## src/rtl/ball_ctrl.sv

```systemverilog
// ---------------------------------------------------------------------------
// ball_ctrl
//
// Frame-rate ball motion controller for the pong datapath. Once per frame
// tick it advances the ball, bounces it off the top/bottom walls and the two
// paddles, detects misses, keeps both scores and re-serves from the centre.
//
// Sprite records are carried as packed vectors laid out as
//   {x_pos[X_POS_W], y_pos[Y_POS_W], right[X_POS_W], bottom[Y_POS_W]}
// (x_pos in the most significant bits, bottom in the least significant).
//
// Ports
//   clk_i           in   system clock
//   rst_i           in   synchronous, active-high reset
//   frame_tick_i    in   one-cycle pulse per frame, the only update strobe
//   player_i        in   left paddle sprite record
//   enemy_i         in   right paddle sprite record
//   ball_o          out  registered ball sprite record
//   score_player_o  out  player points, saturating at 15
//   score_enemy_o   out  enemy points, saturating at 15
//   point_o         out  high for the single cycle spent in SCORED
// ---------------------------------------------------------------------------
module ball_ctrl #(
    parameter int X_POS_W          = 10,
    parameter int Y_POS_W          = 10,
    parameter int SCREEN_H_RES     = 640,
    parameter int SCREEN_V_RES     = 480,
    parameter int BALL_SIDE        = 10,
    parameter int SCREEN_BORDER    = 10,
    parameter int PADDLE_HEIGHT    = 50,
    parameter int SPEED_W          = 5,
    parameter int DEFLECT_SPEED_X  = 4,
    parameter int DEFLECT_SPEED_Y  = 1,
    parameter int SIDE_HIT_SPEED_Y = 5,
    parameter int SERVE_DELAY      = 60
) (
    input  logic                               clk_i,
    input  logic                               rst_i,
    input  logic                               frame_tick_i,
    input  logic [2*X_POS_W+2*Y_POS_W-1:0]     player_i,
    input  logic [2*X_POS_W+2*Y_POS_W-1:0]     enemy_i,
    output logic [2*X_POS_W+2*Y_POS_W-1:0]     ball_o,
    output logic [3:0]                         score_player_o,
    output logic [3:0]                         score_enemy_o,
    output logic                               point_o
);

    localparam int SPRITE_W = 2*X_POS_W + 2*Y_POS_W;
    // One extra bit on every compare so sums near the screen edge never wrap.
    localparam int XW    = X_POS_W + 1;
    localparam int YW    = Y_POS_W + 1;
    localparam int VY_W  = SPEED_W - 1;
    localparam int CNT_W = (SERVE_DELAY > 1) ? $clog2(SERVE_DELAY + 1) : 1;

    localparam logic [1:0] ST_SERVE  = 2'd0;
    localparam logic [1:0] ST_MOVE   = 2'd1;
    localparam logic [1:0] ST_SCORED = 2'd2;

    // Wide constants for comparisons
    localparam logic [XW-1:0] C_BALL_X    = XW'(BALL_SIDE);
    localparam logic [XW-1:0] C_DX_X      = XW'(DEFLECT_SPEED_X);
    localparam logic [XW-1:0] C_H_RES     = XW'(SCREEN_H_RES);
    localparam logic [YW-1:0] C_BALL_Y    = YW'(BALL_SIDE);
    localparam logic [YW-1:0] C_HALF_BALL = YW'(BALL_SIDE / 2);
    localparam logic [YW-1:0] C_HALF_PAD  = YW'(PADDLE_HEIGHT / 2);
    localparam logic [YW-1:0] C_QUART_PAD = YW'(PADDLE_HEIGHT / 4);
    localparam logic [YW-1:0] C_BORDER    = YW'(SCREEN_BORDER);
    localparam logic [YW-1:0] C_Y_LIMIT   = YW'(SCREEN_V_RES - SCREEN_BORDER);

    // Narrow constants for position updates
    localparam logic [X_POS_W-1:0] C_CX       = X_POS_W'(SCREEN_H_RES/2 - BALL_SIDE/2);
    localparam logic [Y_POS_W-1:0] C_CY       = Y_POS_W'(SCREEN_V_RES/2 - BALL_SIDE/2);
    localparam logic [X_POS_W-1:0] C_DX_N     = X_POS_W'(DEFLECT_SPEED_X);
    localparam logic [X_POS_W-1:0] C_BALL_XN  = X_POS_W'(BALL_SIDE);
    localparam logic [X_POS_W-1:0] C_EXT_XN   = X_POS_W'(BALL_SIDE - 1);
    localparam logic [Y_POS_W-1:0] C_EXT_YN   = Y_POS_W'(BALL_SIDE - 1);
    localparam logic [Y_POS_W-1:0] C_BORDER_N = Y_POS_W'(SCREEN_BORDER);
    localparam logic [Y_POS_W-1:0] C_FLOOR_N  = Y_POS_W'(SCREEN_V_RES - SCREEN_BORDER - BALL_SIDE);

    localparam logic [VY_W-1:0]  C_VY_CENTRE = VY_W'(DEFLECT_SPEED_Y);
    localparam logic [VY_W-1:0]  C_VY_EDGE   = VY_W'(SIDE_HIT_SPEED_Y);
    localparam logic [CNT_W-1:0] C_SERVE_END = CNT_W'(SERVE_DELAY - 1);

    // ------------------------------------------------------------------
    // State registers
    // ------------------------------------------------------------------
    logic [1:0]         r_state;
    logic [CNT_W-1:0]   r_cnt;
    logic [X_POS_W-1:0] r_x;
    logic [Y_POS_W-1:0] r_y;
    logic [X_POS_W-1:0] r_right;
    logic [Y_POS_W-1:0] r_bottom;
    logic               r_dir_x;      // 1 = moving right
    logic               r_dir_y;      // 1 = moving up
    logic [VY_W-1:0]    r_vy;
    logic               r_scorer;     // 1 = player took the last point
    logic [3:0]         r_score_p;
    logic [3:0]         r_score_e;

    // ------------------------------------------------------------------
    // Ball geometry, widened
    // ------------------------------------------------------------------
    logic [XW-1:0] w_x;
    logic [YW-1:0] w_y;
    logic [XW-1:0] w_right;
    logic [YW-1:0] w_bottom;
    logic [YW-1:0] w_ball_cy;

    assign w_x       = {1'b0, r_x};
    assign w_y       = {1'b0, r_y};
    assign w_right   = w_x + C_BALL_X - XW'(1);
    assign w_bottom  = w_y + C_BALL_Y - YW'(1);
    assign w_ball_cy = w_y + C_HALF_BALL;

    // ------------------------------------------------------------------
    // Per-paddle decode: index 0 is the left (player) paddle, 1 the right
    // (enemy) paddle. Each slot yields a hit flag plus zoning results.
    // ------------------------------------------------------------------
    logic [SPRITE_W-1:0] w_pad_rec [2];
    logic [XW-1:0]       w_pad_x   [2];
    logic [YW-1:0]       w_pad_y   [2];
    logic [XW-1:0]       w_pad_r   [2];
    logic [YW-1:0]       w_pad_b   [2];
    logic                w_hit     [2];
    logic                w_near    [2];
    logic                w_above   [2];

    assign w_pad_rec[0] = player_i;
    assign w_pad_rec[1] = enemy_i;

    genvar gi;
    for (gi = 0; gi < 2; gi++) begin : g_pad
        logic [YW-1:0] w_pc;
        logic          w_overlap_y;

        assign w_pad_x[gi] = {1'b0, w_pad_rec[gi][SPRITE_W-1 -: X_POS_W]};
        assign w_pad_y[gi] = {1'b0, w_pad_rec[gi][X_POS_W+2*Y_POS_W-1 -: Y_POS_W]};
        assign w_pad_r[gi] = {1'b0, w_pad_rec[gi][X_POS_W+Y_POS_W-1 -: X_POS_W]};
        assign w_pad_b[gi] = {1'b0, w_pad_rec[gi][Y_POS_W-1:0]};

        assign w_pc        = w_pad_y[gi] + C_HALF_PAD;
        assign w_above[gi] = (w_ball_cy < w_pc);
        // Absolute distance between centres, taken in whichever order is non-negative.
        assign w_near[gi]  = w_above[gi] ? ((w_pc - w_ball_cy) <= C_QUART_PAD)
                                         : ((w_ball_cy - w_pc) <= C_QUART_PAD);
        assign w_overlap_y = (w_bottom >= w_pad_y[gi]) && (w_y <= w_pad_b[gi]);

        if (gi == 0) begin : g_left
            // A hit window one step wide in front of the paddle face catches the
            // ball before its next move would carry it through.
            assign w_hit[gi] = !r_dir_x
                             && (w_x <= w_pad_r[gi] + C_DX_X)
                             && (w_right >= w_pad_x[gi])
                             && w_overlap_y;
        end else begin : g_right
            assign w_hit[gi] = r_dir_x
                             && (w_right + C_DX_X >= w_pad_x[gi])
                             && (w_x <= w_pad_r[gi])
                             && w_overlap_y;
        end
    end

    // Landing positions after a paddle deflection
    logic [X_POS_W-1:0] w_left_land;
    logic [X_POS_W-1:0] w_right_land;

    assign w_left_land  = player_i[X_POS_W+Y_POS_W-1 -: X_POS_W] + X_POS_W'(1);
    assign w_right_land = enemy_i[SPRITE_W-1 -: X_POS_W] - C_BALL_XN;

    // ------------------------------------------------------------------
    // Next-state logic
    // ------------------------------------------------------------------
    logic [1:0]         w_state_next;
    logic [CNT_W-1:0]   w_cnt_next;
    logic [X_POS_W-1:0] w_x_next;
    logic [Y_POS_W-1:0] w_y_next;
    logic               w_dir_x_next;
    logic               w_dir_y_next;
    logic [VY_W-1:0]    w_vy_next;
    logic               w_scorer_next;
    logic [3:0]         w_score_p_next;
    logic [3:0]         w_score_e_next;
    logic [VY_W-1:0]    w_vy_eff;
    logic               w_dir_y_eff;
    logic [YW-1:0]      w_vy_ext;

    always_comb begin
        w_state_next   = r_state;
        w_cnt_next     = r_cnt;
        w_x_next       = r_x;
        w_y_next       = r_y;
        w_dir_x_next   = r_dir_x;
        w_dir_y_next   = r_dir_y;
        w_vy_next      = r_vy;
        w_scorer_next  = r_scorer;
        w_score_p_next = r_score_p;
        w_score_e_next = r_score_e;
        w_vy_eff       = r_vy;
        w_dir_y_eff    = r_dir_y;
        w_vy_ext       = {{(YW-VY_W){1'b0}}, r_vy};

        case (r_state)
            ST_SERVE: begin
                if (frame_tick_i) begin
                    if (r_cnt == C_SERVE_END) begin
                        w_cnt_next   = '0;
                        w_state_next = ST_MOVE;
                    end else begin
                        w_cnt_next = r_cnt + CNT_W'(1);
                    end
                end
            end

            ST_MOVE: begin
                if (frame_tick_i) begin
                    // x axis: paddle hits win over misses
                    if (w_hit[0]) begin
                        w_x_next     = w_left_land;
                        w_dir_x_next = 1'b1;
                        w_vy_eff     = w_near[0] ? C_VY_CENTRE : C_VY_EDGE;
                        w_dir_y_eff  = w_above[0];
                    end else if (w_hit[1]) begin
                        w_x_next     = w_right_land;
                        w_dir_x_next = 1'b0;
                        w_vy_eff     = w_near[1] ? C_VY_CENTRE : C_VY_EDGE;
                        w_dir_y_eff  = w_above[1];
                    end else if (!r_dir_x && (w_x < C_DX_X)) begin
                        w_state_next  = ST_SCORED;
                        w_scorer_next = 1'b0;
                    end else if (r_dir_x && (w_x + C_BALL_X + C_DX_X > C_H_RES)) begin
                        w_state_next  = ST_SCORED;
                        w_scorer_next = 1'b1;
                    end else if (r_dir_x) begin
                        w_x_next = r_x + C_DX_N;
                    end else begin
                        w_x_next = r_x - C_DX_N;
                    end

                    // y axis: the wall clamp sees any speed/direction just set by zoning
                    w_vy_ext     = {{(YW-VY_W){1'b0}}, w_vy_eff};
                    w_vy_next    = w_vy_eff;
                    w_dir_y_next = w_dir_y_eff;
                    if (w_dir_y_eff) begin
                        if (w_y < C_BORDER + w_vy_ext) begin
                            w_y_next     = C_BORDER_N;
                            w_dir_y_next = 1'b0;
                        end else begin
                            w_y_next = r_y - Y_POS_W'(w_vy_eff);
                        end
                    end else begin
                        if (w_y + C_BALL_Y + w_vy_ext > C_Y_LIMIT) begin
                            w_y_next     = C_FLOOR_N;
                            w_dir_y_next = 1'b1;
                        end else begin
                            w_y_next = r_y + Y_POS_W'(w_vy_eff);
                        end
                    end
                end
            end

            ST_SCORED: begin
                // Ticks are not looked at here; this state always lasts one clock.
                if (r_scorer) begin
                    if (r_score_p != 4'd15) w_score_p_next = r_score_p + 4'd1;
                    w_dir_x_next = 1'b1;
                end else begin
                    if (r_score_e != 4'd15) w_score_e_next = r_score_e + 4'd1;
                    w_dir_x_next = 1'b0;
                end
                w_x_next     = C_CX;
                w_y_next     = C_CY;
                w_vy_next    = C_VY_CENTRE;
                w_state_next = ST_SERVE;
            end

            default: begin
                w_state_next = ST_SERVE;
            end
        endcase
    end

    // ------------------------------------------------------------------
    // Registers
    // ------------------------------------------------------------------
    always_ff @(posedge clk_i) begin
        if (rst_i) begin
            r_state   <= ST_SERVE;
            r_cnt     <= '0;
            r_x       <= C_CX;
            r_y       <= C_CY;
            r_right   <= C_CX + C_EXT_XN;
            r_bottom  <= C_CY + C_EXT_YN;
            r_dir_x   <= 1'b0;
            r_dir_y   <= 1'b0;
            r_vy      <= C_VY_CENTRE;
            r_scorer  <= 1'b0;
            r_score_p <= 4'd0;
            r_score_e <= 4'd0;
        end else begin
            r_state   <= w_state_next;
            r_cnt     <= w_cnt_next;
            r_x       <= w_x_next;
            r_y       <= w_y_next;
            r_right   <= w_x_next + C_EXT_XN;
            r_bottom  <= w_y_next + C_EXT_YN;
            r_dir_x   <= w_dir_x_next;
            r_dir_y   <= w_dir_y_next;
            r_vy      <= w_vy_next;
            r_scorer  <= w_scorer_next;
            r_score_p <= w_score_p_next;
            r_score_e <= w_score_e_next;
        end
    end

    assign ball_o         = {r_x, r_y, r_right, r_bottom};
    assign score_player_o = r_score_p;
    assign score_enemy_o  = r_score_e;
    assign point_o        = (r_state == ST_SCORED);

endmodule

```

## config.mk

```make
export PLATFORM = sky130hd
export DESIGN_NAME = ball_ctrl
export DESIGN_NICKNAME = d
export VERILOG_FILES = /design/src/rtl/ball_ctrl.sv
export SDC_FILE = /design/constraint.sdc
export NUM_CORES = 1
export LEC_CHECK = 0
export ABC_AREA = 1
export BUFFER_PORTS_ARGS = -buffer_cell sky130_fd_sc_hd__buf_2
export CAP_MARGIN = 0
export CELL_PAD_IN_SITES_DETAIL_PLACEMENT = 1
export CELL_PAD_IN_SITES_GLOBAL_PLACEMENT = 1
export CORE_ASPECT_RATIO = 1.75
export CORE_MARGIN = 4
export CORE_UTILIZATION = 25
export CTS_CLUSTER_DIAMETER = 30
export CTS_CLUSTER_SIZE = 8
export DETAILED_ROUTE_END_ITERATION = 7
export GPL_ROUTABILITY_DRIVEN = 0
export PLACE_DENSITY_LB_ADDON = 0.1
export SKIP_CTS_REPAIR_TIMING = 1
export SYNTH_ARGS = -nofsm -noshare
export SYNTH_HDL_FRONTEND = slang
export SYNTH_SLANG_ARGS = --single-unit
```

## constraint.sdc

```tcl
create_clock -name clk_i -period 6.1 [get_ports clk_i]
set_input_delay 0.61 -clock clk_i [delete_from_list [all_inputs] [get_ports clk_i]]
set_output_delay 0.61 -clock clk_i [all_outputs]
set_load 0.05 [all_outputs]
```

# Word-level counts from Yosys, hierarchy flattened
# Index checks and enable logic that the tools add are counted.
# word_totals
register_bits	63
# op_classes
add_sub_neg	27
order_cmp	18
n_eq_ne	12
mux	45
n_bitwise	3
reduce_logical	22
# op_table
operator	n
$mux W10	10
$ge A11 B10 Y1	4
$le A11 B4 Y1 const B	4
$sub A11 B11 Y11	4
$pmux W10 S2	2
$le A10 B10 Y1	3
$add A10 B3 Y11 const B	2
$add A10 B4 Y11 const B	2
$add A10 B5 Y11 const B	2
$add A11 B3 Y11 const B	2
$lt A11 B11 Y1	2
$sub A11 B1 Y11 const B	2
$add A10 B4 Y10 const B	2
$mux W4	5
$mux W1	15
$mux W2	7
$add A11 B4 Y11	1
$gt A11 B10 Y1 const B	1
$gt A11 B9 Y1 const B	1
$le A10 B11 Y1	1
$add A10 B1 Y10 const B	1
$add A10 B3 Y10 const B	1
$add A10 B4 Y10	1
$logic_and A1 B1 Y1	10
other kinds (27)	42

# Longest topological paths before layout
# Gate-level depths: netlist of run 1.
# logic_depth
word_depth	18
ltp_mapped	58
depth_no_buf	57

# Worst setup path before layout of run 1
# No wires, ideal clock.
# synth_timing
path_kind	flip-flop to flip-flop
start	register r_x[2]
end	register r_bottom[6]
t_arrival_ps	6643
required_ps	5974
path_slack_ps	-668
path_stages_with_launch	57
n_path_buf	1
path_cell_list	dfxtp_1 -> ha_1 -> inv_1 -> nand2_4 -> nand2_2 -> nor2_2 -> nor2_1 -> inv_1 -> ha_1 -> nand3_1 -> nor2_4 -> xnor2_1 -> inv_1 -> ha_1 -> a21o_1 -> nor2_1 -> nand2_1 -> nand2_1 -> (+21 left out) -> nor2_1 -> xor2_1 -> nor2_1 -> nand2_1 -> nand3_1 -> or2_2 -> nand2_1 -> nand3_1 -> nand2_1 -> nand2_1 -> inv_1 -> ha_1 -> nand2_1 -> nand2_2 -> nand2_2 -> nor2_4 -> xor2_1 -> nand2_1
# synth_between
elab_chain_cells	18
# synth_lines
item	line_no	text
from (decl)	89	logic [X_POS_W-1:0] r_x;
from (signal assigned)	302	r_x <= w_x_next;
$add A10 B4 Y11	111	assign w_right = w_x + C_BALL_X - XW'(1);
$sub A11 B1 Y11	111	
$add A11 B3 Y11	157	&& (w_right + C_DX_X >= w_pad_x[gi])
$ge A11 B10 Y1	157	
$logic_and A1 B1 Y1	157	
$logic_and A1 B1 Y1	158	&& (w_x <= w_pad_r[gi])
$logic_and A1 B1 Y1	159	&& w_overlap_y;
$mux W4	222	end else if (w_hit[1]) begin
(+3 left out)	n/a	
$add A11 B4 Y11 or $add A4 B4 Y5 (tied branches)	251, 244	
$gt A11 B9 Y1 or $lt A10 B5 Y1 (tied branches)	251, 244	
$mux W10, on equally long branches	251, 244	
$mux W10 (*)	243	if (w_dir_y_eff) begin
$mux W10 (*)	215	if (frame_tick_i) begin
$pmux W10 S2 (*)	202	case (r_state)
net w_y_next[1]	176	logic [Y_POS_W-1:0] w_y_next;
$add A10 B4 Y10 (*)	305	r_bottom <= w_y_next + C_EXT_YN;
to (signal assigned)	292	r_bottom <= C_CY + C_EXT_YN;
to (signal assigned)	305	
to (decl)	92	logic [Y_POS_W-1:0] r_bottom;
# Mark *: on every way through the listed nets, which the timed path passes. The rest lies on a longest branch. The select of a mux whose other input is x is not followed.
# A chain may end at the register's enable or synchronous reset.

# Final worst setup path of run 1
# layout_timing
start	register r_y[0]
end	register r_bottom[6]
# layout_between
elab_chain_cells	16
# layout_lines
item	line_no	text
from (decl)	90	logic [Y_POS_W-1:0] r_y;
from (signal assigned)	303	r_y <= w_y_next;
$add A10 B3 Y11 or $add A10 B4 Y11 (tied branches)	113, 112, 251	
$sub A11 B11 Y11, or another cell as far along	145	: ((w_ball_cy - w_pc) <= C_QUART_PAD);
$le A11 B4 Y1, or another cell as far along	145	
$mux W1 or $logic_and A1 B1 Y1 (tied branches)	144, 146	
$mux W3 or $logic_and A1 B1 Y1 (tied branches)	225, 159	
$mux W4	222	
$mux W4	217	if (w_hit[0]) begin
$mux W4	215	
$mux W4	202	
$add A11 B4 Y11 or $add A4 B4 Y5 (tied branches)	251, 244	
$gt A11 B9 Y1 or $lt A10 B5 Y1 (tied branches)	251, 244	
$mux W10, on equally long branches	251, 244	
$mux W10	243	
$mux W10	215	
$pmux W10 S2 (*)	202	
net w_y_next[0]	176	
$add A10 B4 Y10 (*)	305	
# Marks and branches as above.

==> impl_summary.log, run 1 <==
INFO  metric critical-path-slowest-cell = dfxtp_4
INFO  metric place_hpwl = 42000 um
INFO  metric synth_adder_area_share = 20.9%
INFO  metric reg2reg_from = r_y[0]
INFO  metric yosysTopAreaCell = ha_1
INFO  metric yosys-mux-area-fraction = 0.108%
INFO  metric floorplan.core_area = 41600 um2
INFO  metric synth.lib_cells_used.distinct = 60
INFO  metric timing.fmax = 165 MHz
INFO  metric yosysWarnings = 0
INFO  metric cellLeakagePower = 7.98 nW
INFO  metric capturing_element_type_of_the_critical_path = register
INFO  metric timing.final.max_slew_violations = 0
INFO  metric worst_hold_path_type = register to register
INFO  metric first_pass_drt_iterations = 5
INFO  metric chipWidth = 163 um
INFO  metric final_hold_viol_count = 0
INFO  metric clock_skew = 0.00895 ns
INFO  metric floorplan.die.height = 279 um
INFO  metric critical_path.max_stage_delay = 0.37 ns
INFO  metric clock_tree.htree_level_count = 3
INFO  metric start_util = 25.2%
INFO  metric placed_cells = 2618
INFO  metric via_count_of_the_first_global_routing_pass = 13400
INFO  metric drc = 0
INFO  metric flow.area_growth_from_synthesis = 47.8%
INFO  metric overflow = 0
INFO  metric path_class = register to register
INFO  metric path_max_fanout = 6
INFO  metric clock_path_buffers = 2
INFO  metric synth_compound_gate_area_share = 15.2%
INFO  metric grt_start_max_net_pins = 29
INFO  metric tritoncts = built
INFO  metric power_per_cell_area = 363 nW/um2
INFO  metric yosys-top-cells-area = ha_1 19%, nand2_1 13%, dfxtp_1 12%
INFO  metric rows = 99
INFO  metric critical_path.top_delay_family = simple AND/OR/NAND/NOR gates
INFO  metric design.die.area = 45400 um2
INFO  metric max-cap-violations = 0
INFO  metric drt-initial-drc-count = 294
INFO  metric routedWlPerCell = 18.1 um
INFO  metric hold_path_depth = 2
INFO  metric final_core_util = 37.2%
INFO  metric diode_count = 0
INFO  metric met2_usage = 45.2%
INFO  metric final_cells = 2663
INFO  metric cp_data_required_time = 6.34 ns
INFO  metric synth_top_flop_cell = dfxtp_1
INFO  metric timing.reg2reg.setup_slack = 0.02 ns
INFO  metric hold-path-endpoint = r_vy[3]
INFO  metric outcome = complete, no violations
INFO  metric xor_and_xnor_fraction_of_the_mapped_netlist_area = 7.43%
INFO  metric io_pins = 132
INFO  metric finalCriticalPeriod = 6.08 ns
INFO  metric synthSimpleGateAreaFrac = 32.1%
INFO  metric worst-endpoint-arrival = 6.32 ns
INFO  metric synth.ff_latch_count = 63
INFO  metric dominant_combinational_cell_family_by_area_after_synthesis = simple AND/OR/NAND/NOR gates
INFO  metric layout-drive-gt1-share = 34.8%
INFO  metric cts-buffers-inserted = 9
INFO  metric globalRouteTotalUtil = 20.7%
INFO  metric grt_use_met1 = 18.9%
INFO  metric avg_synthesized_cell_area = 6.29 um2
INFO  metric global_route_wire_length_before_repair = 73000 um
INFO  metric io_buffers = 131
INFO  metric holdCritStartpoint = r_vy[3]
INFO  metric final_min_period_over_clock_period = 99.6%
INFO  metric worst_setup_hold_path_clk_slew = 0.06 ns
INFO  metric fillers = 5416
INFO  metric tightestPinTransition = 0.866 ns
INFO  metric netlist_area = 10500 um2
INFO  metric relSlewSlack = 42.1%
INFO  metric use_met3 = 1.52%
INFO  metric synth_seq_area_share = 12.0%
INFO  metric synth_cells = 1666
INFO  metric synthDominantCellAreaShare = 19.4%
INFO  metric cts_num_sinks = 63
INFO  metric critPathBufInv = 9
INFO  metric layout.nets = 2356
INFO  metric startpoint_type = register
INFO  metric clk-insertion-delay-late = 0.36 ns
INFO  metric worstReg2RegEnd = r_bottom[6]
INFO  metric ctsRootBufferMaster = clkbuf_16
INFO  metric vias = 12400
INFO  metric timing.critical_path.from = r_y[0]
INFO  metric grt_antenna_before_repair = 0
INFO  metric viasPerCell = 4.67
INFO  metric synth_enable_flop_cells = 0
INFO  metric setup_violators_final = 0
INFO  metric mappedNetlistNets = 1919
INFO  metric reg2regPathDepth = 47
INFO  metric setup_total_negative_slack = 0 ns
INFO  metric post_route_antenna_net_violation_count = 0
INFO  metric grt_most_used_layer = met2
INFO  metric async_flop_share = 0%
INFO  metric rsz0062_at_grt = yes
INFO  metric ir_worst_vdd = 0.246 mV
INFO  metric drt-total-wl = 48300 um
## cells in the final DEF (no fill, tap or decap), types with 16 or more instances in the layout
cell,n
buf_4,309
inv_1,265
nand2_4,17
a21oi_2,18
nand2_2,48
ha_4,20
nand3_2,17
nor2_2,16
nor3_1,23
inv_2,28
dfxtp_1,51
nand2_1,328
nand3_1,90
ha_1,139
a21oi_1,91
buf_2,131
xor2_1,63
nor2_1,131
o21ai_1,20
o21ai_0,63
nand4_1,32
## report_power, final
group          switching [W]  internal, W  leakage (nW)
sequential         0.0000731     0.000504         0.516
clock               0.000215     0.000384         0.168
combinational        0.00264      0.00180          7.30
total                0.00293      0.00269          7.98
## layer usage
metal	wire [um]	vias to the layer above
met5	0	-
met4	1820	0
met3	871	67
met2	29300	175
met1	16300	5921
li1	-	6270
## cell type report
class                      count  area, um2  share of cell area [%]
timing repair buffer         455       3170                    20.5
multi-input combinational   1275       8840                    57.1
tap                          555        694                    4.49
sequential                    63       1300                    8.39
inverter                     299       1140                    7.35
clock inverter                 6       87.6                   0.566
clock buffer                  10        250                    1.62
## worst max path at each step
stage / end / slack (ns) / depth (start not counted)
finish: r_bottom[6] / 0.02 / 47
global route: r_bottom[6] / -0.41 / 47
CTS: r_bottom[6] / -0.85 / 44
detailed placement: r_bottom[6] / -0.76 / 44
global placement: r_bottom[6] / -0.66 / 46
floorplan: r_bottom[6] / 0.02 / 50
## cells in the mapped netlist, types with 6 or more instances
library cell / number
nand2_1: 362
o21ai_1: 11
xor2_1: 72
nand2_2: 24
nand4_1: 32
nand2_4: 7
nor2_1: 146
nand3_1: 103
fa_1: 8
inv_1: 289
ha_1: 162
or2_2: 7
xnor2_1: 15
clkbuf_1: 16
nor3_1: 27
dfxtp_1: 63
nor2_2: 9
inv_2: 9
a211oi_1: 10
nand3b_1: 7
o211ai_1: 10
nand3_2: 6
a21oi_1: 108
o21ai_0: 79
## per-stage QoR
| step | hold slack [ns] | instance area (um2) | setup WS, ns | total power (W) |
|---|---|---|---|---|
| 2_1_floorplan | 0.422 | 10600 | 0.0164 | 0.00283 |
| 6_report | 0.458 | 15500 | 0.0217 | 0.00562 |
| 5_1_grt | 0.487 | 15500 | -0.408 | 0.00613 |
| 3_3_place_gp | 0.447 | 14000 | -0.663 | 0.00456 |
| 3_5_place_dp | 0.453 | 14000 | -0.759 | 0.00459 |
| 4_1_cts | 0.462 | 14300 | -0.852 | 0.00523 |
## logic make-up after synthesis
| logic type | count (synthesis) |
|---|---|
| compound gates | 270 |
| xor+xnor | 88 |
| fa+ha+maj | 170 |
| buf+inv | 328 |
| flops | 63 |
| mux | 1 |
| simple gates | 746 |
## flip-flops by register name, indices dropped and copies added, names as in the netlist
name            count
r_state             2
score_player_o      4
r_vy                4
score_enemy_o       4
r_y                10
r_x                10
r_dir_x             1
r_right            10
r_bottom           10
r_cnt               6
r_scorer            1
r_dir_y             1
## worst min-delay path, cell delays in order (launching register included)
cell and delay [ns]:
dfxtp_1 0.30, inv_1 0.07, nor3_1 0.05
Power figures use the tool's default switching activity.
==> run 2: changes to the inputs <==
--- a/config.mk
+++ b/config.mk
@@ -13,6 +13,7 @@
 export CORE_ASPECT_RATIO = 1.75
 export CORE_MARGIN = 4
 export CORE_UTILIZATION = 25
+export CTS_BUF_LIST = sky130_fd_sc_hd__clkbuf_8
 export CTS_CLUSTER_DIAMETER = 30
 export CTS_CLUSTER_SIZE = 8
 export DETAILED_ROUTE_END_ITERATION = 7
==> run 2 against run 1 <==
The run now ends with negative setup slack left. Combinational power about the same. Wire length down 0.12%. Clock power down 21%. Non-clock buffer count down 1. Final area down 1.3%. Largest power group unchanged. Register-to-register slack worse by 0.07 ns. Final cell count about the same. Highest routed layer unchanged. First-iteration DRC count unchanged. Critical path depth down 2. Clock skew up 0.0063 ns.
==> impl_summary.log, run 2 (synthesis gave the netlist of run 1 again) <==
INFO  metric worst-endpoint-arrival = 6.42 ns
INFO  metric power.clock.fraction = 8.6%
INFO  metric design.die.area = 45400 um2
INFO  metric max-cap-violations = 0
INFO  metric fillers = 5438
INFO  metric start_util = 25.2%
INFO  metric path_class = register to register
INFO  metric post-layout-total-power = 0.00546 W
INFO  metric timing.fmax = 163 MHz
INFO  metric place_hpwl = 42000 um
INFO  metric placed_cells = 2618
INFO  metric sequential_cell_area = 1300 um2
INFO  metric globalRouteTotalUtil = 20.6%
INFO  metric layout.nets = 2355
INFO  metric cellLeakagePower = 7.91 nW
INFO  metric final_core_util = 36.7%
INFO  metric clk-insertion-delay-late = 0.40 ns
INFO  metric worst_hold_path_type = register to register
INFO  metric path_max_fanout = 6
INFO  metric drt-initial-drc-count = 294
INFO  metric power.net_switching = 0.00290 W
INFO  metric via_count_of_the_first_global_routing_pass = 13400
INFO  metric share_seq_of_total_power = 10.5%
INFO  metric outcome = finished, violations left
INFO  metric chipWidth = 163 um
INFO  metric cpMostUsedCell = nand2_1
INFO  metric finalCriticalPeriod = 6.15 ns
INFO  metric rsz0062_at_grt = yes
INFO  metric ir_worst_vdd = 0.230 mV
INFO  metric floorplan.die.height = 279 um
INFO  metric grt_start_max_net_pins = 29
INFO  metric combinationalPowerShare = 80.8%
INFO  metric drc = 0
INFO  metric drt-total-wl = 48200 um
INFO  metric ctsRootBufferMaster = clkbuf_8
INFO  metric final_cells = 2662
INFO  metric layout.cells.most_common = nand2_1
INFO  metric flow.area_growth_from_synthesis = 45.8%
INFO  metric global_route_wire_length_before_repair = 72600 um
INFO  metric routedWlPerCell = 18.1 um
INFO  metric most-common-layout-cells = 332 x nand2_1, 311 x buf_4, 265 x inv_1
INFO  metric cts-buffers-inserted = 9
INFO  metric first_pass_drt_iterations = 4
INFO  metric io_pins = 132
INFO  metric critical-path-slowest-cell = dfxtp_4
INFO  metric final_hold_viol_count = 0
INFO  metric critical_path.max_stage_delay = 0.40 ns
INFO  metric multiInputGateArea = 8750 um2
INFO  metric diode_count = 0
INFO  metric relSlewSlack = 42.1%
INFO  metric clock_skew = 0.0153 ns
INFO  metric worst_setup_hold_path_clk_slew = 0.09 ns
INFO  metric power_per_cell_area = 358 nW/um2
INFO  metric switching_share = 53.1%
INFO  metric tightestPinTransition = 0.865 ns
INFO  metric floorplan.core_area = 41600 um2
INFO  metric capturing_element_type_of_the_critical_path = register
INFO  metric viasPerCell = 4.66
INFO  metric startpoint_type = register
INFO  metric cts_num_sinks = 63
INFO  metric layout-drive-gt1-share = 34.1%
INFO  metric cp_data_required_time = 6.37 ns
INFO  metric overflow = 0
INFO  metric post_route_antenna_net_violation_count = 0
INFO  metric tritoncts = built
INFO  metric io_buffers = 131
INFO  metric rows = 99
INFO  metric clock_tree.htree_level_count = 3
INFO  metric postLayoutSetupSlackWorst = -0.0486 ns
INFO  metric clock_path_buffers = 2
INFO  metric grt_antenna_before_repair = 0
INFO  metric final_min_period_over_clock_period = 101%
INFO  metric p_int = 0.00256 W
INFO  metric vias = 12400
INFO  metric setup_violators_final = 4
INFO  metric timing.final.max_slew_violations = 0
INFO  metric violations_in_the_final_reports = negative setup slack
## run 2: cell type report
cell class | count | share of cell area [%]
multi-input cells | 1275 | 57.3
clock inverters | 7 | 0.770
inverters | 299 | 7.43
flip-flops and latches | 63 | 8.50
well taps | 555 | 4.55
repair buffers | 454 | 20.6
clock buffers | 9 | 0.811
## run 2: worst paths after layout
| path | start | end | slack, ns | cells after the start |
|---|---|---|---|---|
| hold / removal | r_vy[3] | r_vy[3] | 0.46 | 2 |
| setup reg to reg | r_y[0] | r_bottom[7] | -0.05 | 45 |
| setup / recovery | r_y[0] | r_bottom[7] | -0.05 | 45 |
| hold reg to reg | r_vy[3] | r_vy[3] | 0.46 | 2 |
## run 2: worst max-delay path, delay by kind of cell (launching register included)
family | cells | cell delay (ns)
compound gates | 11 | 1.92
xor+xnor | 1 | 0.18
fa+ha+maj | 3 | 0.81
buf+inv | 9 | 1.04
flops | 1 | 0.40
simple gates | 21 | 1.68
## run 2: layer usage
metal	track usage, %	routed length (um)	vias to the layer above	part of all wire [%]
li1	-	-	6261	-
met1	18.7	16300	5890	34
met5	0	0	-	0
met4	10.1	2460	0	5.1
met2	43.7	28700	176	60
met3	1.74	752	85	1.6
## run 2: power groups by stage
stage	clock [W]	sequential, W	combinational, W
floorplan	0	0.000777	0.00206
global placement	0	0.000579	0.00398
detailed placement	0	0.000580	0.00401
CTS	0.000491	0.000572	0.00404
global route	0.000506	0.000586	0.00488
finish	0.000472	0.000576	0.00442
## run 2: metrics by stage
| stage | worst slack, ns | instance area (um2) | hold slack (ns) | setup TNS [ns] |
|---|---|---|---|---|
| after detailed placement | -0.759 | 14000 | 0.453 | -8.61 |
| after global routing | -0.511 | 15300 | 0.490 | -4.94 |
| after CTS | -0.853 | 14200 | 0.465 | -10.59 |
| final | -0.0486 | 15300 | 0.460 | -0.136 |
| after floorplan | 0.0164 | 10600 | 0.422 | 0 |
| after global placement | -0.663 | 14000 | 0.447 | -7.02 |
